`src/rtl/mips_pkg.sv`:
```
// Shared register-file write types: address/data widths and the write record
// carried by the long-latency result FIFO.
package mips_pkg;
    localparam int REG_ADDR_W = 5;
    localparam int DATA_W     = 32;
    localparam int NUM_REGS   = 1 << REG_ADDR_W;

    typedef struct packed {
        logic [REG_ADDR_W-1:0] dst;
        logic [DATA_W-1:0]     data;
    } rf_wr_t;
endpackage

```
`src/rtl/regfile_write_arbiter_if.sv`:
```
// Bundle between the pipeline/LU side (master) and the write arbiter (slave):
// WB result, LU issue/result handshake, decode hazard check and register-file write port.
interface regfile_write_arbiter_if;
    import mips_pkg::*;

    logic                  wb_valid;
    logic [REG_ADDR_W-1:0] wb_dst;
    logic [DATA_W-1:0]     wb_data;
    logic                  lu_issue;
    logic [REG_ADDR_W-1:0] lu_issue_dst;
    logic                  lu_valid;
    logic [REG_ADDR_W-1:0] lu_dst;
    logic [DATA_W-1:0]     lu_data;
    logic                  lu_ready;
    logic [REG_ADDR_W-1:0] chk_ra;
    logic [REG_ADDR_W-1:0] chk_rb;
    logic                  stall;
    logic [NUM_REGS-1:0]   busy_mask;
    logic                  RegWrite;
    logic [REG_ADDR_W-1:0] regWriteDst;
    logic [DATA_W-1:0]     wdata;

    modport master (
        output wb_valid, wb_dst, wb_data, lu_issue, lu_issue_dst,
               lu_valid, lu_dst, lu_data, chk_ra, chk_rb,
        input  lu_ready, stall, busy_mask, RegWrite, regWriteDst, wdata
    );

    modport slave (
        input  wb_valid, wb_dst, wb_data, lu_issue, lu_issue_dst,
               lu_valid, lu_dst, lu_data, chk_ra, chk_rb,
        output lu_ready, stall, busy_mask, RegWrite, regWriteDst, wdata
    );
endinterface

```
`src/rtl/wb_fifo.sv`:
```
// Small FIFO of pending register writes. The head is read combinationally so the
// arbiter can write and pop an entry on the same edge.
module wb_fifo
    import mips_pkg::*;
#(
    parameter int DEPTH = 4
) (
    input  logic                   clk,
    input  logic                   reset,
    input  logic                   push_i,
    input  rf_wr_t                 push_data_i,
    input  logic                   pop_i,
    output rf_wr_t                 head_o,
    output logic                   full_o,
    output logic                   empty_o,
    output logic [$clog2(DEPTH):0] count_o
);
    localparam int PTR_W = $clog2(DEPTH);
    localparam int CNT_W = PTR_W + 1;

    rf_wr_t           mem_q [DEPTH];
    logic [PTR_W-1:0] rd_ptr_q, rd_ptr_d;
    logic [PTR_W-1:0] wr_ptr_q, wr_ptr_d;
    logic [CNT_W-1:0] count_q, count_d;
    logic             do_push, do_pop;

    always_comb begin
        do_pop   = pop_i && (count_q != '0);
        // A full FIFO still accepts a push when the head leaves on the same edge.
        do_push  = push_i && ((count_q != CNT_W'(DEPTH)) || do_pop);
        rd_ptr_d = rd_ptr_q;
        wr_ptr_d = wr_ptr_q;
        count_d  = count_q;
        if (do_pop) begin
            rd_ptr_d = rd_ptr_q + 1'b1;
        end
        if (do_push) begin
            wr_ptr_d = wr_ptr_q + 1'b1;
        end
        if (do_push && !do_pop) begin
            count_d = count_q + 1'b1;
        end else if (do_pop && !do_push) begin
            count_d = count_q - 1'b1;
        end
    end

    always_ff @(posedge clk) begin
        if (reset) begin
            rd_ptr_q <= '0;
            wr_ptr_q <= '0;
            count_q  <= '0;
        end else begin
            rd_ptr_q <= rd_ptr_d;
            wr_ptr_q <= wr_ptr_d;
            count_q  <= count_d;
        end
    end

    always_ff @(posedge clk) begin
        if (do_push) begin
            mem_q[wr_ptr_q] <= push_data_i;
        end
    end

    assign head_o  = mem_q[rd_ptr_q];
    assign full_o  = (count_q == CNT_W'(DEPTH));
    assign empty_o = (count_q == '0);
    assign count_o = count_q;

    a_no_overflow: assert property (@(posedge clk) disable iff (reset)
        !(push_i && full_o && !pop_i));
endmodule

```
`src/rtl/regfile_write_arbiter.sv`:
```
// Drives the register file's single write port from the WB stage, buffered LU results
// or a direct LU bypass, and tracks registers still awaiting an LU write.
module regfile_write_arbiter
    import mips_pkg::*;
#(
    parameter int DEPTH = 4
) (
    input  logic                   clk,
    input  logic                   reset,
    regfile_write_arbiter_if.slave bus
);
    localparam int CNT_W = $clog2(DEPTH) + 1;

    rf_wr_t                head, wr_sel, lu_res;
    logic                  fifo_full, fifo_empty;
    logic [CNT_W-1:0]      fifo_count;
    logic                  sel_wb, sel_fifo, sel_byp;
    logic                  lu_ready, lu_fire, push, lu_retire, wr_en;
    logic [REG_ADDR_W-1:0] retire_dst;
    logic [NUM_REGS-1:0]   busy_q, busy_d;

    assign lu_res = {bus.lu_dst, bus.lu_data};

    // WB is never held off; buffered LU results go before a fresh LU result.
    always_comb begin
        sel_wb     = !reset && bus.wb_valid;
        sel_fifo   = !reset && !bus.wb_valid && !fifo_empty;
        sel_byp    = !reset && !bus.wb_valid && fifo_empty && bus.lu_valid;
        lu_ready   = !reset && (!fifo_full || sel_fifo);
        lu_fire    = bus.lu_valid && lu_ready;
        push       = lu_fire && !sel_byp;
        lu_retire  = sel_fifo || sel_byp;
        retire_dst = sel_fifo ? head.dst : bus.lu_dst;
        wr_en      = sel_wb || lu_retire;
        if (sel_wb) begin
            wr_sel = {bus.wb_dst, bus.wb_data};
        end else if (sel_fifo) begin
            wr_sel = head;
        end else if (sel_byp) begin
            wr_sel = lu_res;
        end else begin
            wr_sel = '0;
        end
    end

    wb_fifo #(.DEPTH(DEPTH)) u_fifo (
        .clk         (clk),
        .reset       (reset),
        .push_i      (push),
        .push_data_i (lu_res),
        .pop_i       (sel_fifo),
        .head_o      (head),
        .full_o      (fifo_full),
        .empty_o     (fifo_empty),
        .count_o     (fifo_count)
    );

    // A write to r0 still consumes its source; only the enable is suppressed.
    assign bus.RegWrite    = wr_en && (wr_sel.dst != '0);
    assign bus.regWriteDst = wr_sel.dst;
    assign bus.wdata       = wr_sel.data;
    assign bus.lu_ready    = lu_ready;
    assign bus.busy_mask   = busy_q;
    assign bus.stall       = !reset &&
                             ((busy_q[bus.chk_ra] && (bus.chk_ra != '0)) ||
                              (busy_q[bus.chk_rb] && (bus.chk_rb != '0)));

    assign busy_d[0] = 1'b0;
    for (genvar gi = 1; gi < NUM_REGS; gi++) begin : g_busy
        logic set_bit, clr_bit;
        assign set_bit    = bus.lu_issue && (bus.lu_issue_dst == REG_ADDR_W'(gi));
        assign clr_bit    = lu_retire && (retire_dst == REG_ADDR_W'(gi));
        // A new reservation outlives the retirement of the previous one.
        assign busy_d[gi] = set_bit || (busy_q[gi] && !clr_bit);
    end

    always_ff @(posedge clk) begin
        if (reset) begin
            busy_q <= '0;
        end else begin
            busy_q <= busy_d;
        end
    end

    a_issue_free: assert property (@(posedge clk) disable iff (reset)
        (bus.lu_issue && bus.lu_issue_dst != '0) |->
        (!busy_q[bus.lu_issue_dst] || (lu_retire && retire_dst == bus.lu_issue_dst)));
    a_wb_free: assert property (@(posedge clk) disable iff (reset)
        bus.wb_valid |-> !busy_q[bus.wb_dst]);
    a_lu_reserved: assert property (@(posedge clk) disable iff (reset)
        bus.lu_valid |-> busy_q[bus.lu_dst]);
    a_lu_ctrl_known: assert property (@(posedge clk) disable iff (reset)
        !$isunknown({bus.lu_valid, bus.lu_issue}));
    a_lu_res_known: assert property (@(posedge clk) disable iff (reset)
        bus.lu_valid |-> !$isunknown({bus.lu_dst, bus.lu_data}));
    a_issue_known: assert property (@(posedge clk) disable iff (reset)
        bus.lu_issue |-> !$isunknown(bus.lu_issue_dst));
    a_count_range: assert property (@(posedge clk) disable iff (reset)
        fifo_count <= CNT_W'(DEPTH));
endmodule

```
`src/flat_wrapper.sv`:
```
// flat-port wrapper written by rule: the top's interface ports become plain ports
module regfile_write_arbiter_flat import mips_pkg::*;
#(
    parameter int DEPTH = 4
)
  (clk, reset, bus_wb_valid, bus_wb_dst, bus_wb_data, bus_lu_issue, bus_lu_issue_dst, bus_lu_valid, bus_lu_dst, bus_lu_data, bus_chk_ra, bus_chk_rb, bus_lu_ready, bus_stall, bus_busy_mask, bus_RegWrite, bus_regWriteDst, bus_wdata);
  regfile_write_arbiter_if bus_i ();
  input  logic clk;
  input  logic reset;
  input wire logic [$bits(bus_i.wb_valid)-1:0] bus_wb_valid;
  input wire logic [$bits(bus_i.wb_dst)-1:0] bus_wb_dst;
  input wire logic [$bits(bus_i.wb_data)-1:0] bus_wb_data;
  input wire logic [$bits(bus_i.lu_issue)-1:0] bus_lu_issue;
  input wire logic [$bits(bus_i.lu_issue_dst)-1:0] bus_lu_issue_dst;
  input wire logic [$bits(bus_i.lu_valid)-1:0] bus_lu_valid;
  input wire logic [$bits(bus_i.lu_dst)-1:0] bus_lu_dst;
  input wire logic [$bits(bus_i.lu_data)-1:0] bus_lu_data;
  input wire logic [$bits(bus_i.chk_ra)-1:0] bus_chk_ra;
  input wire logic [$bits(bus_i.chk_rb)-1:0] bus_chk_rb;
  output wire logic [$bits(bus_i.lu_ready)-1:0] bus_lu_ready;
  output wire logic [$bits(bus_i.stall)-1:0] bus_stall;
  output wire logic [$bits(bus_i.busy_mask)-1:0] bus_busy_mask;
  output wire logic [$bits(bus_i.RegWrite)-1:0] bus_RegWrite;
  output wire logic [$bits(bus_i.regWriteDst)-1:0] bus_regWriteDst;
  output wire logic [$bits(bus_i.wdata)-1:0] bus_wdata;
  assign bus_i.wb_valid = bus_wb_valid;
  assign bus_i.wb_dst = bus_wb_dst;
  assign bus_i.wb_data = bus_wb_data;
  assign bus_i.lu_issue = bus_lu_issue;
  assign bus_i.lu_issue_dst = bus_lu_issue_dst;
  assign bus_i.lu_valid = bus_lu_valid;
  assign bus_i.lu_dst = bus_lu_dst;
  assign bus_i.lu_data = bus_lu_data;
  assign bus_i.chk_ra = bus_chk_ra;
  assign bus_i.chk_rb = bus_chk_rb;
  assign bus_lu_ready = bus_i.lu_ready;
  assign bus_stall = bus_i.stall;
  assign bus_busy_mask = bus_i.busy_mask;
  assign bus_RegWrite = bus_i.RegWrite;
  assign bus_regWriteDst = bus_i.regWriteDst;
  assign bus_wdata = bus_i.wdata;
  regfile_write_arbiter #(.DEPTH(DEPTH)) u_core (.clk(clk), .reset(reset), .bus(bus_i));
endmodule
```
`config.mk`:
```
export PLATFORM = sky130hd
export DESIGN_NAME = regfile_write_arbiter_flat
export DESIGN_NICKNAME = d
export VERILOG_FILES = /design/src/rtl/mips_pkg.sv /design/src/rtl/regfile_write_arbiter_if.sv /design/src/rtl/wb_fifo.sv /design/src/rtl/regfile_write_arbiter.sv /design/src/flat_wrapper.sv
export SDC_FILE = /design/constraint.sdc
export NUM_CORES = 1
export LEC_CHECK = 0
export BUFFER_PORTS_ARGS = -buffer_cell sky130_fd_sc_hd__buf_4
export CAP_MARGIN = 20
export CELL_PAD_IN_SITES_DETAIL_PLACEMENT = 1
export CELL_PAD_IN_SITES_GLOBAL_PLACEMENT = 1
export CORE_MARGIN = 2
export CORE_UTILIZATION = 40
export DETAILED_ROUTE_END_ITERATION = 10
export PLACE_DENSITY_LB_ADDON = 0.3
export SYNTH_ARGS = -nofsm -noshare
export SYNTH_HDL_FRONTEND = slang
export SYNTH_HIERARCHICAL = 1
export SYNTH_SLANG_ARGS = --single-unit
```
`constraint.sdc`:
```
create_clock -name clk -period 6.61 [get_ports clk]
set_clock_uncertainty 0.2 [all_clocks]
set_input_delay 0.3305 -clock clk [delete_from_list [all_inputs] [get_ports clk]]
set_output_delay 0.3305 -clock clk [all_outputs]
set_load 0.02 [all_outputs]
```
==> qor.log <==
INFO  status         status=completed
INFO  logic_synthesis gate_count_of_the_mapped_netlist=571
INFO  timing         grt_setup_unrepaired=no
INFO  power_and_ir_drop pwr_density_cell=282nW/µm²
INFO  global_routing gr-usage-met2=37.4%
INFO  clock_network  number_of_levels_the_h_tree_was_split_into=4
INFO  timing         worst_slew_pin_slew=1.09ns
INFO  clock_network  post_cts_resized=0
INFO  layout         flow.area_growth_from_synthesis=28.8%
INFO  detailed_routing routedWlPerCell=21.8µm
INFO  detailed_routing remaining_drc_errors=0
INFO  clock_network  clock_tree.buffer_depth=2
INFO  logic_synthesis number_of_synthesized_flops_with_an_enable_pin=148
INFO  floorplanning  die_height=149µm
INFO  min_path       timing.hold.worst.class=in -> reg
INFO  logic_synthesis seq_area_frac_synth=62.1%
INFO  timing         report.final.setup_viol=0
INFO  placed_design  gp_congestion=0.824
INFO  placed_design  place.port_buffers=164
INFO  global_routing grt.busiest_layer=met2
INFO  timing         finalHoldViolations=0
INFO  floorplanning  floorplan.initialDensity=40.4%
INFO  timing         setup_total_negative_slack=0ns
INFO  critical_path  path_depth=11
INFO  min_path       worstHoldPathCells=3
INFO  logic_synthesis postSynthRegisterBits=188
INFO  layout         layout.area.seq=5250µm²
INFO  detailed_routing via_count=5,926
INFO  layout         final_core_utilization=52.0%
INFO  power_and_ir_drop vdd_drop_max=162µV
INFO  global_routing largest_net_degree_at_the_start_of_global_routing=48
INFO  clock_network  ctsRootBufferMaster=sky130_fd_sc_hd__clkbuf_16
INFO  power_and_ir_drop p_leak=0.00408µW
INFO  floorplanning  floorplan.core_area=20,900µm²
INFO  logic_synthesis synth_flop_cell=sky130_fd_sc_hd__edfxtp_1
INFO  clock_network  cts_inserted_buffers=17
INFO  logic_synthesis yosys.area.top_type_share=52.6%
INFO  logic_synthesis syn_area=8440µm²
INFO  layout         fill_cells=2,078
INFO  layout         final_layout_size_suffix_gt1_share=34.5%
INFO  logic_synthesis synth.area.top_cells=sky130_fd_sc_hd__edfxtp_1, sky130_fd_sc_hd__mux4_2, sky130_fd_sc_hd__dfxtp_1, sky130_fd_sc_hd__a222oi_1, sky130_fd_sc_hd__a21oi_1
INFO  global_routing grt_use_total=21.0%
INFO  critical_path  crit_path_start_kind=flop
INFO  placed_design  post-dp-hpwl=15.4mm
INFO  layout         nNetsFinal=857
INFO  timing         timing.final.crit_share=55.3%
INFO  critical_path  crit_buf_inv=3
INFO  critical_path  cp_slowest_cell=sky130_fd_sc_hd__or3_1
INFO  critical_path  worst_setup_path_end_kind=flop
INFO  detailed_routing drt-pass1-iter-count=6
INFO  critical_path  cpPeakStageDelay=0.54ns
INFO  layout         n_antenna_cell=0
INFO  floorplanning  std_cell_rows=53
INFO  floorplanning  die-area=22,300µm²
INFO  global_routing antenna_found_initial=0
INFO  timing         slew_viol_final=0
INFO  detailed_routing initialDrtViolationCount=495
INFO  logic_synthesis syn-mean-instance-area=14.8µm²
INFO  global_routing groute.layer.met3.usage=4.10%
INFO  critical_path  worst_path_most_repeated_cell=sky130_fd_sc_hd__inv_1
INFO  global_routing grt_first_pass_wirelength=35.1mm
INFO  critical_path  cp_max_fo=46
INFO  critical_path  worst_ep_arrival_time=3.80ns
INFO  detailed_routing antenna_violating_nets_post_route=0
INFO  floorplanning  die_x=149µm
INFO  logic_synthesis synth_cell_types=53
INFO  floorplanning  num_io_pins=166
INFO  critical_path  required=6.76ns
INFO  logic_synthesis ys_warn_count=6
INFO  logic_synthesis asyncSetResetFlopFracSynth=0%
INFO  clock_network  clk_pin_slew_worst_paths=0.07ns
INFO  logic_synthesis synth.largest_area_cell=sky130_fd_sc_hd__edfxtp_1
INFO  timing         max_freq=274MHz
INFO  timing         fin_crit=3.65ns
INFO  logic_synthesis synth_nets=671
INFO  detailed_routing wirelength=22.8mm
INFO  clock_network  tritoncts_clock_tree=done
INFO  critical_path  criticalPathCategory=reg -> reg
INFO  critical_path  worst_r2r_path_depth=11
INFO  clock_network  insertion_delay=0.42ns
INFO  clock_network  cts.sinks=188
INFO  timing         max-slew-margin-rel=27.4%
INFO  global_routing overflow=0
INFO  critical_path  cp_top_family=simple AND/OR/NAND/NOR gates
INFO  global_routing global_route.usage.met1=25.6%
INFO  layout         multi_input_area=2820µm²
INFO  detailed_routing drt-vias-per-instance=5.67
INFO  flow_run       drv.max_cap_violation_count=0
INFO  critical_path  crit_path_cell_trace=nor3_1, or3_1, inv_6, inv_1, a21boi_2, ha_1, inv_1, fa_1, xor2_1, or3_2, a21oi_1
INFO  global_routing grt_pass1_vias=6,416
==> cell usage in the layout, fill, tap and decap left out, types with 3 or more instances in the layout <==
cell type / netlist / final
sky130_fd_sc_hd__a222oi_1: 35 / 35
sky130_fd_sc_hd__o21ai_0: 34 / 34
sky130_fd_sc_hd__nand2b_1: 8 / 8
sky130_fd_sc_hd__nor3b_1: 8 / 8
sky130_fd_sc_hd__inv_1: 44 / 44
sky130_fd_sc_hd__buf_4: 2 / 166
sky130_fd_sc_hd__nand2_1: 40 / 40
sky130_fd_sc_hd__and2_2: 4 / 4
sky130_fd_sc_hd__nor3_1: 7 / 7
sky130_fd_sc_hd__mux4_2: 50 / 50
sky130_fd_sc_hd__inv_6: 1 / 3
sky130_fd_sc_hd__dlygate4sd3_1: 0 / 37
sky130_fd_sc_hd__xor2_1: 4 / 4
sky130_fd_sc_hd__nor2b_1: 7 / 6
sky130_fd_sc_hd__clkinv_4: 0 / 4
sky130_fd_sc_hd__bufinv_16: 0 / 6
sky130_fd_sc_hd__dfxtp_1: 40 / 38
sky130_fd_sc_hd__nor2_1: 12 / 12
sky130_fd_sc_hd__clkbuf_16: 0 / 17
sky130_fd_sc_hd__mux2_2: 3 / 3
sky130_fd_sc_hd__a21oi_1: 35 / 35
sky130_fd_sc_hd__ha_1: 5 / 5
sky130_fd_sc_hd__edfxtp_1: 148 / 148
sky130_fd_sc_hd__nand3_1: 8 / 8
sky130_fd_sc_hd__mux2i_1: 11 / 11
==> kinds of logic after synthesis <==
kind of cell | after synthesis | share of synthesized area (%)
adders and majority gates | 6 | 0.978
DFF | 188 | 62.1
other | 1 | 0.0444
buffers and inverters | 81 | 4.76
AOI/OAI and AO/OA | 123 | 10.2
xor gates and xnor gates | 4 | 0.415
and+or+nand+nor | 103 | 6.22
muxes | 65 | 15.2
==> routing by layer <==
metal | vias up | share of wire [%]
li1 | 2626 | -
met1 | 3044 | 39
met2 | 236 | 53
met3 | 20 | 6.1
met4 | 0 | 1.3
met5 | - | 0
==> worst reg2reg max path, stage by stage, from the launching register on <==
cell and delay (ns):
sky130_fd_sc_hd__dfxtp_1 0.46, sky130_fd_sc_hd__nor3_1 0.12, sky130_fd_sc_hd__or3_1 0.54, sky130_fd_sc_hd__inv_6 0.38, sky130_fd_sc_hd__inv_1 0.10, sky130_fd_sc_hd__a21boi_2 0.34, sky130_fd_sc_hd__ha_1 0.25, sky130_fd_sc_hd__inv_1 0.07
sky130_fd_sc_hd__fa_1 0.37, sky130_fd_sc_hd__xor2_1 0.17, sky130_fd_sc_hd__or3_2 0.42, sky130_fd_sc_hd__a21oi_1 0.15
==> final cells by class <==
type	count	area share [%]
sequential	188	48.3
multi-input combinational	302	25.9
timing repair buffer	203	14.9
clock buffer	19	3.98
tap	275	3.16
clock inverter	13	2.19
inverter	45	1.60
==> cells in the mapped netlist, types with 2 or more instances <==
cell	instances
sky130_fd_sc_hd__dfxtp_1	40
sky130_fd_sc_hd__a31oi_1	2
sky130_fd_sc_hd__nor4_1	2
sky130_fd_sc_hd__o21ai_0	34
sky130_fd_sc_hd__mux2_2	3
sky130_fd_sc_hd__nand2_1	40
sky130_fd_sc_hd__buf_2	10
sky130_fd_sc_hd__clkbuf_1	16
sky130_fd_sc_hd__xor2_1	4
sky130_fd_sc_hd__mux2i_1	11
sky130_fd_sc_hd__edfxtp_1	148
sky130_fd_sc_hd__buf_6	3
sky130_fd_sc_hd__ha_1	5
sky130_fd_sc_hd__a31oi_2	2
sky130_fd_sc_hd__nor2_1	12
sky130_fd_sc_hd__a222oi_1	35
sky130_fd_sc_hd__inv_1	44
sky130_fd_sc_hd__nand3_1	8
sky130_fd_sc_hd__o22ai_1	2
sky130_fd_sc_hd__nor3_1	7
sky130_fd_sc_hd__nand2b_1	8
sky130_fd_sc_hd__and2_2	4
sky130_fd_sc_hd__buf_4	2
sky130_fd_sc_hd__a22oi_1	2
sky130_fd_sc_hd__nor2b_1	7
sky130_fd_sc_hd__nor3b_1	8
sky130_fd_sc_hd__buf_12	3
sky130_fd_sc_hd__mux4_2	50
sky130_fd_sc_hd__a21oi_1	35
==> registers in the layout, indices dropped and copies added (netlist names), named ones only <==
signal / count
u_core/u_fifo/mem_q: 148
u_core/bus.busy_mask: 31
u_core/u_fifo/count_o: 3
u_core/u_fifo/rd_ptr_q: 2
u_core/u_fifo/wr_ptr_q: 2
==> power breakdown <==
group | total [µW] | internal, µW | switching, µW
logic | 553 | 245 | 309
clock network | 1150 | 714 | 433
registers | 1360 | 1330 | 32.0
total | 3070 | 2290 | 774
==> path summary, 6_finish.rpt <==
check        slack, ns                                   from                               endpoint
max               2.96  u_core/u_fifo/count_o[0]$_SDFFE_PP0P_  u_core/u_fifo/count_o[2]$_SDFFE_PP0P_
min               0.03                    bus_lu_issue_dst[1]    u_core/bus.busy_mask[23]$_SDFF_PP0_
max reg2reg       2.96  u_core/u_fifo/count_o[0]$_SDFFE_PP0P_  u_core/u_fifo/count_o[2]$_SDFFE_PP0P_
min reg2reg       0.32    u_core/bus.busy_mask[24]$_SDFF_PP0_    u_core/bus.busy_mask[24]$_SDFF_PP0_
==> timing repair <==
action / 4_1_cts / 5_1_grt
setup buffers: 0 / 0
hold endpoints to repair: 148 / 0
hold buffers: 37 / 0
==> metrics by stage <==
stage | cell area (µm²) | worst slack (ns) | hold WS (ns) | instances | power, µW
after floorplan | 8440 | 3.33 | 0.229 | 571 | 1710
after global placement | 9830 | 3.01 | 0.293 | 976 | 1900
after detailed placement | 9830 | 2.80 | 0.314 | 976 | 1930
after CTS | 10900 | 2.90 | 0.00930 | 1045 | 3090
after global routing | 10900 | 2.69 | 0.0268 | 1045 | 3180
final | 10900 | 2.96 | 0.0322 | 1045 | 3070
No activity file was read; power rests on OpenSTA's default activity.
